===== config.mk =====
export PLATFORM = sky130hd
export DESIGN_NAME = mips_multicycle_ctrl
export DESIGN_NICKNAME = d
export VERILOG_FILES = /design/src/rtl/mips_pkg.sv /design/src/rtl/mips_alu_decoder.sv /design/src/rtl/mips_multicycle_ctrl.sv
export SDC_FILE = /design/constraint.sdc
export NUM_CORES = 1
export LEC_CHECK = 0
export ABC_CLOCK_PERIOD_IN_PS = 4500
export BUFFER_PORTS_ARGS = -buffer_cell sky130_fd_sc_hd__clkbuf_2
export CAP_MARGIN = 5
export CORE_MARGIN = 4
export CORE_UTILIZATION = 55
export CTS_BUF_LIST = sky130_fd_sc_hd__clkbuf_8
export CTS_CLUSTER_DIAMETER = 60
export DETAILED_ROUTE_END_ITERATION = 8
export GPL_TIMING_DRIVEN = 0
export PLACE_DENSITY_LB_ADDON = 0.2
export SETUP_SLACK_MARGIN = 0.2
export SYNTH_ARGS = -nofsm -noshare
export SYNTH_HDL_FRONTEND = slang
export SYNTH_SLANG_ARGS = --single-unit

===== constraint.sdc =====
create_clock -name i_clk -period 4.5 [get_ports i_clk]
set_input_delay 0.45 -clock i_clk [delete_from_list [all_inputs] [get_ports i_clk]]
set_output_delay 0.45 -clock i_clk [all_outputs]
set_load 0.02 [all_outputs]

===== src/rtl/mips_pkg.sv =====
// Shared definitions for the multi-cycle MIPS controller and its ALU decoder.
// Holds opcode/funct constants, ALU control codes, mux encodings, the FSM state
// enum, the per-state control bundle and small decode helpers.
package mips_pkg;

  localparam int unsigned NumStates = 13;
  localparam int unsigned StateW    = $clog2(NumStates);
  localparam int unsigned AluCtrlW  = 4;

  // Opcodes (IR[31:26])
  localparam logic [5:0] OpRtype = 6'b000000;
  localparam logic [5:0] OpLw    = 6'b100011;
  localparam logic [5:0] OpSw    = 6'b101011;
  localparam logic [5:0] OpBeq   = 6'b000100;
  localparam logic [5:0] OpBne   = 6'b000101;
  localparam logic [5:0] OpAddi  = 6'b001000;
  localparam logic [5:0] OpJ     = 6'b000010;

  // R-type funct (IR[5:0])
  localparam logic [5:0] FnAdd = 6'b100000;
  localparam logic [5:0] FnSub = 6'b100010;
  localparam logic [5:0] FnAnd = 6'b100100;
  localparam logic [5:0] FnOr  = 6'b100101;
  localparam logic [5:0] FnSlt = 6'b101010;

  // ALU operation codes
  localparam logic [AluCtrlW-1:0] AluAnd = 4'b0000;
  localparam logic [AluCtrlW-1:0] AluOr  = 4'b0001;
  localparam logic [AluCtrlW-1:0] AluAdd = 4'b0010;
  localparam logic [AluCtrlW-1:0] AluSub = 4'b0110;
  localparam logic [AluCtrlW-1:0] AluSlt = 4'b0111;

  // ALU B operand select
  localparam logic [1:0] SrcBReg   = 2'b00;
  localparam logic [1:0] SrcBFour  = 2'b01;
  localparam logic [1:0] SrcBImm   = 2'b10;
  localparam logic [1:0] SrcBImmSh = 2'b11;

  // Next-PC select
  localparam logic [1:0] PcSrcAlu    = 2'b00;
  localparam logic [1:0] PcSrcAluOut = 2'b01;
  localparam logic [1:0] PcSrcJump   = 2'b10;

  // ALU operation class handed to the ALU decoder. None yields an all-zero code.
  typedef enum logic [1:0] {
    AluOpNone,
    AluOpAdd,
    AluOpSub,
    AluOpFunct
  } alu_op_e;

  // Encodings 0..12 in declaration order; 13..15 are unreachable.
  typedef enum logic [StateW-1:0] {
    StRst,
    StFetch,
    StDecode,
    StMemAdr,
    StMemRd,
    StMemWb,
    StMemWr,
    StExec,
    StAluWb,
    StBranch,
    StAddiEx,
    StAddiWb,
    StJump
  } state_e;

  // Moore control bundle. *_rdy fields only take effect when memory is ready;
  // branch is resolved against the zero flag outside the register.
  typedef struct packed {
    logic       pc_write;
    logic       pc_write_rdy;
    logic       branch;
    logic       iord;
    logic       mem_read;
    logic       mem_write;
    logic       ir_write_rdy;
    logic       reg_dst;
    logic       mem_to_reg;
    logic       reg_write;
    logic       alu_src_a;
    logic [1:0] alu_src_b;
    alu_op_e    alu_op;
    logic [1:0] pc_src;
    logic       done;
    logic       done_rdy;
  } ctl_t;

  function automatic logic funct_legal(input logic [5:0] fn);
    return fn inside {FnAdd, FnSub, FnAnd, FnOr, FnSlt};
  endfunction

  function automatic logic opcode_legal(input logic [5:0] op, input logic [5:0] fn);
    if (op == OpRtype) return funct_legal(fn);
    return op inside {OpLw, OpSw, OpBeq, OpBne, OpAddi, OpJ};
  endfunction

  function automatic ctl_t state_ctl(input state_e st);
    ctl_t c;
    c = '0;
    case (st)
      StFetch: begin
        c.mem_read     = 1'b1;
        c.ir_write_rdy = 1'b1;
        c.pc_write_rdy = 1'b1;
        c.alu_src_b    = SrcBFour;
        c.alu_op       = AluOpAdd;
        c.pc_src       = PcSrcAlu;
      end
      StDecode: begin
        c.alu_src_b = SrcBImmSh;
        c.alu_op    = AluOpAdd;
      end
      StMemAdr, StAddiEx: begin
        c.alu_src_a = 1'b1;
        c.alu_src_b = SrcBImm;
        c.alu_op    = AluOpAdd;
      end
      StMemRd: begin
        c.mem_read = 1'b1;
        c.iord     = 1'b1;
      end
      StMemWb: begin
        c.reg_write  = 1'b1;
        c.mem_to_reg = 1'b1;
        c.done       = 1'b1;
      end
      StMemWr: begin
        c.mem_write = 1'b1;
        c.iord      = 1'b1;
        c.done_rdy  = 1'b1;
      end
      StExec: begin
        c.alu_src_a = 1'b1;
        c.alu_src_b = SrcBReg;
        c.alu_op    = AluOpFunct;
      end
      StAluWb: begin
        c.reg_write = 1'b1;
        c.reg_dst   = 1'b1;
        c.done      = 1'b1;
      end
      StBranch: begin
        c.alu_src_a = 1'b1;
        c.alu_src_b = SrcBReg;
        c.alu_op    = AluOpSub;
        c.pc_src    = PcSrcAluOut;
        c.branch    = 1'b1;
        c.done      = 1'b1;
      end
      StAddiWb: begin
        c.reg_write = 1'b1;
        c.done      = 1'b1;
      end
      StJump: begin
        c.pc_src   = PcSrcJump;
        c.pc_write = 1'b1;
        c.done     = 1'b1;
      end
      default: c = '0;
    endcase
    return c;
  endfunction

endpackage


===== src/rtl/mips_alu_decoder.sv =====
// Combinational ALU control decoder, shared with the single-cycle CPU.
// Ports:
//   i_alu_op   - ALU operation class (alu_op_e encoding)
//   i_funct    - R-type funct field
//   o_alu_ctrl - ALU operation code
module mips_alu_decoder
  import mips_pkg::*;
(
  input  logic [1:0]          i_alu_op,
  input  logic [5:0]          i_funct,
  output logic [AluCtrlW-1:0] o_alu_ctrl
);

  always_comb begin
    o_alu_ctrl = '0;
    case (alu_op_e'(i_alu_op))
      AluOpAdd: o_alu_ctrl = AluAdd;
      AluOpSub: o_alu_ctrl = AluSub;
      AluOpFunct: begin
        case (i_funct)
          FnAdd:   o_alu_ctrl = AluAdd;
          FnSub:   o_alu_ctrl = AluSub;
          FnAnd:   o_alu_ctrl = AluAnd;
          FnOr:    o_alu_ctrl = AluOr;
          FnSlt:   o_alu_ctrl = AluSlt;
          default: o_alu_ctrl = AluAdd;
        endcase
      end
      default: o_alu_ctrl = '0;
    endcase
  end

endmodule


===== src/rtl/mips_multicycle_ctrl.sv =====
// Main control FSM for the multi-cycle MIPS datapath.
// Ports:
//   i_clk, i_arst         - clock, asynchronous active-high reset
//   i_opcode, i_funct     - IR fields, sampled in DECODE
//   i_zero                - ALU zero flag (branch resolution)
//   i_mem_ready           - memory completes its access this cycle
//   o_pc_write .. o_pc_src - datapath enables and mux selects
//   o_instr_done          - pulse on the last cycle of each instruction
//   o_illegal             - pulse in DECODE on an unsupported instruction
//   o_state               - current state encoding
module mips_multicycle_ctrl
  import mips_pkg::*;
(
  input  logic                i_clk,
  input  logic                i_arst,
  input  logic [5:0]          i_opcode,
  input  logic [5:0]          i_funct,
  input  logic                i_zero,
  input  logic                i_mem_ready,
  output logic                o_pc_write,
  output logic                o_iord,
  output logic                o_mem_read,
  output logic                o_mem_write,
  output logic                o_ir_write,
  output logic                o_reg_dst,
  output logic                o_mem_to_reg,
  output logic                o_reg_write,
  output logic                o_alu_src_a,
  output logic [1:0]          o_alu_src_b,
  output logic [AluCtrlW-1:0] o_alu_ctrl,
  output logic [1:0]          o_pc_src,
  output logic                o_instr_done,
  output logic                o_illegal,
  output logic [StateW-1:0]   o_state
);

  state_e     state_q, state_d;
  logic [5:0] op_q, funct_q;
  ctl_t       ctl_q;
  logic       decode_illegal;
  logic       branch_taken;

  assign decode_illegal = (state_q == StDecode) && !opcode_legal(i_opcode, i_funct);

  always_comb begin
    state_d = state_q;
    case (state_q)
      StRst:    state_d = StFetch;
      StFetch:  state_d = i_mem_ready ? StDecode : StFetch;
      StDecode: begin
        case (i_opcode)
          OpRtype:     state_d = funct_legal(i_funct) ? StExec : StFetch;
          OpLw, OpSw:  state_d = StMemAdr;
          OpBeq, OpBne: state_d = StBranch;
          OpAddi:      state_d = StAddiEx;
          OpJ:         state_d = StJump;
          default:     state_d = StFetch;
        endcase
      end
      StMemAdr: state_d = (op_q == OpLw) ? StMemRd : StMemWr;
      StMemRd:  state_d = i_mem_ready ? StMemWb : StMemRd;
      StMemWb:  state_d = StFetch;
      StMemWr:  state_d = i_mem_ready ? StFetch : StMemWr;
      StExec:   state_d = StAluWb;
      StAluWb:  state_d = StFetch;
      StBranch: state_d = StFetch;
      StAddiEx: state_d = StAddiWb;
      StAddiWb: state_d = StFetch;
      StJump:   state_d = StFetch;
      default:  state_d = StFetch;
    endcase
  end

  // Control bundle is registered from the next state so it lines up with state_q.
  always_ff @(posedge i_clk or posedge i_arst) begin
    if (i_arst) begin
      state_q <= StRst;
      ctl_q   <= '0;
      op_q    <= '0;
      funct_q <= '0;
    end else begin
      state_q <= state_d;
      ctl_q   <= state_ctl(state_d);
      if (state_q == StDecode) begin
        op_q    <= i_opcode;
        funct_q <= i_funct;
      end
    end
  end

  assign branch_taken = (op_q == OpBeq) ? i_zero : !i_zero;

  assign o_pc_write   = ctl_q.pc_write | (ctl_q.pc_write_rdy & i_mem_ready) |
                        (ctl_q.branch & branch_taken);
  assign o_ir_write   = ctl_q.ir_write_rdy & i_mem_ready;
  assign o_instr_done = ctl_q.done | (ctl_q.done_rdy & i_mem_ready) | decode_illegal;
  assign o_illegal    = decode_illegal;
  assign o_iord       = ctl_q.iord;
  assign o_mem_read   = ctl_q.mem_read;
  assign o_mem_write  = ctl_q.mem_write;
  assign o_reg_dst    = ctl_q.reg_dst;
  assign o_mem_to_reg = ctl_q.mem_to_reg;
  assign o_reg_write  = ctl_q.reg_write;
  assign o_alu_src_a  = ctl_q.alu_src_a;
  assign o_alu_src_b  = ctl_q.alu_src_b;
  assign o_pc_src     = ctl_q.pc_src;
  assign o_state      = state_q;

  mips_alu_decoder u_alu_decoder (
    .i_alu_op   (ctl_q.alu_op),
    .i_funct    (funct_q),
    .o_alu_ctrl (o_alu_ctrl)
  );

endmodule


==> Word level (Yosys, flattened, before mapping) <==
Cells that the tools add are included.
{ "classes": {"n_eq_ne": 39, "mux": 26, "bitwise_logic": 7, "reduce_logical": 14} }
{ "op_table": {"columns": ["operator", "count"], "rows": [
  ["$eq A6 B6 Y1 const B", 12],
  ["$pmux W4 S5", 2],
  ["$eq A4 B3 Y1 const B", 7],
  ["$pmux W4 S7", 1],
  ["$eq A4 B4 Y1 const B", 6],
  ["$eq A6 B3 Y1 const B", 3],
  ["$eq A4 B2 Y1 const B", 4],
  ["$mux W1", 16],
  ["$pmux W3 S4", 1],
  ["$pmux W4 S3", 1],
  ["$reduce_or A2 Y1", 5],
  ["$eq A4 B1 Y1 const B", 2],
  ["$eq A6 B2 Y1 const B", 1],
  ["$eq A6 B4 Y1 const B", 1],
  ["$logic_not A6 Y1", 1],
  ["$mux W3", 2],
  ["$reduce_bool A6 Y1", 1],
  ["$reduce_bool A5 Y1", 1],
  ["$reduce_or A5 Y1", 1],
  ["$eq A2 B2 Y1 const B", 2],
  ["$mux W2", 2],
  ["$or A1 B1 Y1", 4],
  ["$pmux W2 S2", 1],
  ["$reduce_or A4 Y1", 1],
  ["other kinds (5)", 8]
]} }
{ "word_totals": {"ff_bits": 33} }

==> Longest topological paths before layout <==
{ "logic_depth": {"word_depth": 8, "ltp_mapped": 8, "depth_no_buf": 6} }

==> By module <==
Synthesis repeated with hierarchy kept, for this count alone.
{ "hier_totals": {"hier_cells": 156, "hier_area_um2": 1670.4} }
{ "modules_own_cells": {"columns": ["module", "n_inst", "cells_each", "area_per_inst_um2", "seq_area_each_um2"], "rows": [
  ["mips_multicycle_ctrl", 1, 144, 1579.0, 800.8],
  ["mips_alu_decoder", 1, 12, 91.3, 0.0]
]} }

==> Worst setup path after synthesis <==
OpenSTA, ideal clock, no wires.
{ "synth_timing": {"kind": "reg-to-output", "from": "register state_q[3] (netlist: o_state[3])", "to": "output port o_instr_done", "arrival_ns": 1.870, "t_required_ns": 4.050, "path_slack_ns": 2.180, "path_stages_with_launch": 6, "cell_sequence": "dfrtp_1 > buf_4 > nor4b_4 > o21ai_0 > a21oi_1 > a211o_1"} }
{ "synth_via": {"elab_chain_cells": 3} }
{ "synth_rtl": {"columns": ["element", "line", "rtl"], "rows": [
  ["from (decl)", "mips_multicycle_ctrl.sv:37", "state_e state_q, state_d;"],
  ["from (signal assigned)", "mips_multicycle_ctrl.sv:77", "state_q <= StRst;"],
  ["from (signal assigned)", "mips_multicycle_ctrl.sv:82", "state_q <= state_d;"],
  ["$eq A4 B2 Y1", "mips_multicycle_ctrl.sv:43", "assign decode_illegal = (state_q == StDecode) && !opcode_legal(i_opcode, i_funct);"],
  ["$logic_and A1 B1 Y1", "mips_multicycle_ctrl.sv:43", null],
  ["via o_illegal", "mips_multicycle_ctrl.sv:33", "output logic o_illegal,"],
  ["$or A1 B1 Y1", "mips_multicycle_ctrl.sv:96", "assign o_instr_done = ctl_q.done | (ctl_q.done_rdy & i_mem_ready) | decode_illegal;"],
  ["to (decl)", "mips_multicycle_ctrl.sv:32", "output logic o_instr_done,"]
]} }
The timed path passes the listed nets, and every way through them passes these cells.

==> Final worst setup path <==
{ "layout_timing": {"from": "register op_q[3]", "to": "output port o_pc_write"} }
{ "layout_via": {"elab_chain_cells": 4} }
{ "layout_rtl": {"columns": ["element", "line", "rtl"], "rows": [
  ["from (decl)", "mips_multicycle_ctrl.sv:38", "logic [5:0] op_q, funct_q;"],
  ["from (signal assigned)", "mips_multicycle_ctrl.sv:85", "op_q <= i_opcode;"],
  ["$eq A6 B3 Y1", "mips_multicycle_ctrl.sv:91", "assign branch_taken = (op_q == OpBeq) ? i_zero : !i_zero;"],
  ["$mux W1", "mips_multicycle_ctrl.sv:91", null],
  ["$and A1 B1 Y1", "mips_multicycle_ctrl.sv:94", "(ctl_q.branch & branch_taken);"],
  ["$or A1 B1 Y1", "mips_multicycle_ctrl.sv:93", "assign o_pc_write = ctl_q.pc_write | (ctl_q.pc_write_rdy & i_mem_ready) |"],
  ["to (decl)", "mips_multicycle_ctrl.sv:20", "output logic o_pc_write,"]
]} }
Every way passes these cells.

==> impl_metrics.tcl <==
set metrics [dict create \
    tightest_slew_ns 0.5178 \
    slew_violations 0 \
    largest_registers "ctl_q (6), funct_q (6), op_q (6)" \
    crit_path_start_kind "register" \
    utilization_pct 71.63 \
    drc_errors 0 \
    ys.flop_type "dfrtp_1" \
    grt_max_degree 33 \
    yosys_warnings 0 \
    initial_core_util_pct 59.01 \
    yosysUniqueCellTypes 49 \
    hold_viol 0 \
    cts_sinks 32 \
    path_clk_slew_ns 0.06 \
    die-area_sq_mm 0.003951 \
    areaGrowthSynthToFinish_pct 21.39 \
    die_w_um 62.86 \
    ios 39 \
    worst_hold_path_type "primary input to async pin" \
    clock_skew_ns 0.002249 \
    port_buffers 36 \
    r2r-end "ctl_q[1]" \
    rsz0062_at_grt "no" \
    p_per_area_mw_per_mm2 660.4 \
    core_sq_mm 0.002805 \
    drt_pass1_iterations 4 \
    arrival_ns 2.20 \
    routed_wl_um 3271 \
    antenna_found_initial 0 \
    grt_pass1_wl_um 5754 \
    async_flop_share_pct 100.0 \
    period_share_pct 58.80 \
    track_usage_pct 17.98 \
    fillers 230 \
    cts_hold_buf 0 \
    status "finished, final reports clean" \
    postCtsSetupRepairBufs 0 \
    reg2reg_from "o_state[2]" \
    drtIter0Drc 34 \
    routed_via_density 5.593 \
    dp_slack_ns 2.174 \
    insertion_delay_ns 0.27 \
    gp_congestion 0.8595 \
    setup_viol_count_final 0 \
    htreeDepth 2 \
    dp_hpwl_um 2450 \
    die_h_um 62.86 \
    setup_tns_ns 0 \
    syn_area_sq_mm 0.001655 \
    num_vias 1264 \
    synth_edf_count 0 \
    wl_per_cell_um 14.47 \
    layout_commonest_cell "clkbuf_2" \
    root_buffer "clkbuf_8" \
    numCtsBuffers 5 \
    rows 19 \
    grt_pass1_vias 1288 \
    final_cell_mix "clkbuf_2, dfrtp_1, mux2_2, nor2_1, a21oi_1" \
    drtAntennaViolNets 0 \
    period_needed_ns 2.646 \
    drive_above_1_share_pct 42.05 \
    ir_drop_uv 386.9 \
    n_antenna_cell 0 \
    yosysSeqAreaShare_pct 48.37 \
    regToRegSetupSlack_ns 2.46 \
    tritoncts "built" \
    setup_ws_ns 1.854 \
    gr-total-overflow 0 \
    syn_avg_cell_area_sq_um 11.04 \
    worstPathRequired_ns 4.05 \
    max_freq_mhz 378.0 \
    power_leakage_nw 0.9885 \
    clock_path_buffers 2 \
    critical_path_class "register to output pin" \
    crit_fanout 3 \
    end_kind "output pin" \
    slew_headroom_pct 65.16 \
    synth_nets 166 \
    maxCapViolCount 0 \
    synthCells 150 \
    ys_seq_elements 32 \
    cts_resized 0 \
    r2r_cells 7 \
    power.total_w 0.001327 \
    final_net_count 210 \
]
metal layers:
| layer | wire length, um | global-route usage [%] | vias to the layer above |
|---|---|---|---|
| met2 | 1588 | 30.96 | 28 |
| met1 | 1526 | 22.92 | 609 |
| li1 | - | - | 622 |
| met3 | 127 | 3.777 | 5 |
| met5 | 0 | 0 | - |
| met4 | 28 | 4.408 | 0 |
cell families (layout without fill, tap and decap cells):
kind of cell	count (synthesis)	after routing	synth area share, %
flip-flops	32	32	48.38
AND/OR/NAND/NOR	51	51	18.82
XOR/XNOR	3	3	1.588
multiplexers	13	13	8.768
other	1	1	0.2265
AO/OA/AOI/OAI	32	32	15.65
buffers and inverters	18	63	6.575
worst max path at each step:
stage,slack [ns],endpoint,from,cells after the start
2_1_floorplan,2.18,o_instr_done,o_state[3],5
3_3_place_gp,2.15,o_pc_write,op_q[3],5
3_5_place_dp,2.17,o_pc_write,op_q[3],5
4_1_cts,1.87,o_pc_write,op_q[3],5
5_1_grt,1.76,o_pc_write,op_q[3],5
6_report,1.85,o_pc_write,op_q[3],5
worst max-delay path, cell delays in order, from the launching register on:
cell	delay, ns
dfrtp_1	0.38
or4b_2	0.66
nor3_1	0.32
xnor2_1	0.11
a211o_1	0.29
clkbuf_2	0.15
Yosys cell counts (3+ instances only):
library cell / n / area, sq um
a21oi_1: 8 / 40.04
buf_2: 3 / 15.01
buf_4: 6 / 45.04
dfrtp_1: 32 / 800.8
inv_1: 6 / 22.52
mux2_2: 12 / 135.1
nand2_1: 7 / 26.28
nand2b_1: 4 / 25.02
nand3_1: 3 / 15.01
nor2_1: 10 / 37.54
nor3_1: 4 / 20.02
nor4b_1: 4 / 35.03
per-stage QoR:
| stage | std cells | hold slack [ns] | instance area (sq um) |
|---|---|---|---|
| finish | 226 | 0.1312 | 2009 |
| global placement | 217 | 0.4829 | 1874 |
| detailed placement | 217 | 0.4996 | 1874 |
| CTS | 225 | 0.4215 | 1982 |
| floorplan | 150 | 0.4727 | 1655 |
| global route | 226 | 0.1619 | 2009 |
where the power goes:
group | switching [W] | leakage, nW | internal [W]
Sequential | 0.0000640 | 0.407 | 0.000400
Clock | 0.0000978 | 0.0593 | 0.000162
Combinational | 0.000339 | 0.522 | 0.000265
layout make-up:
class                   count  area [sq um]  area share [%]
plain buffers              12         86.33           4.296
clock buffers               5         68.82           3.425
clock inverters             3         38.79           1.930
inverters                   6         22.52           1.121
multi-input cells         100         745.7           37.11
flip-flops and latches     32         800.8           39.85
well taps                  31         38.79           1.930
repair buffers             37         207.7           10.34
Note: power is estimated with default switching activity, not from simulation.
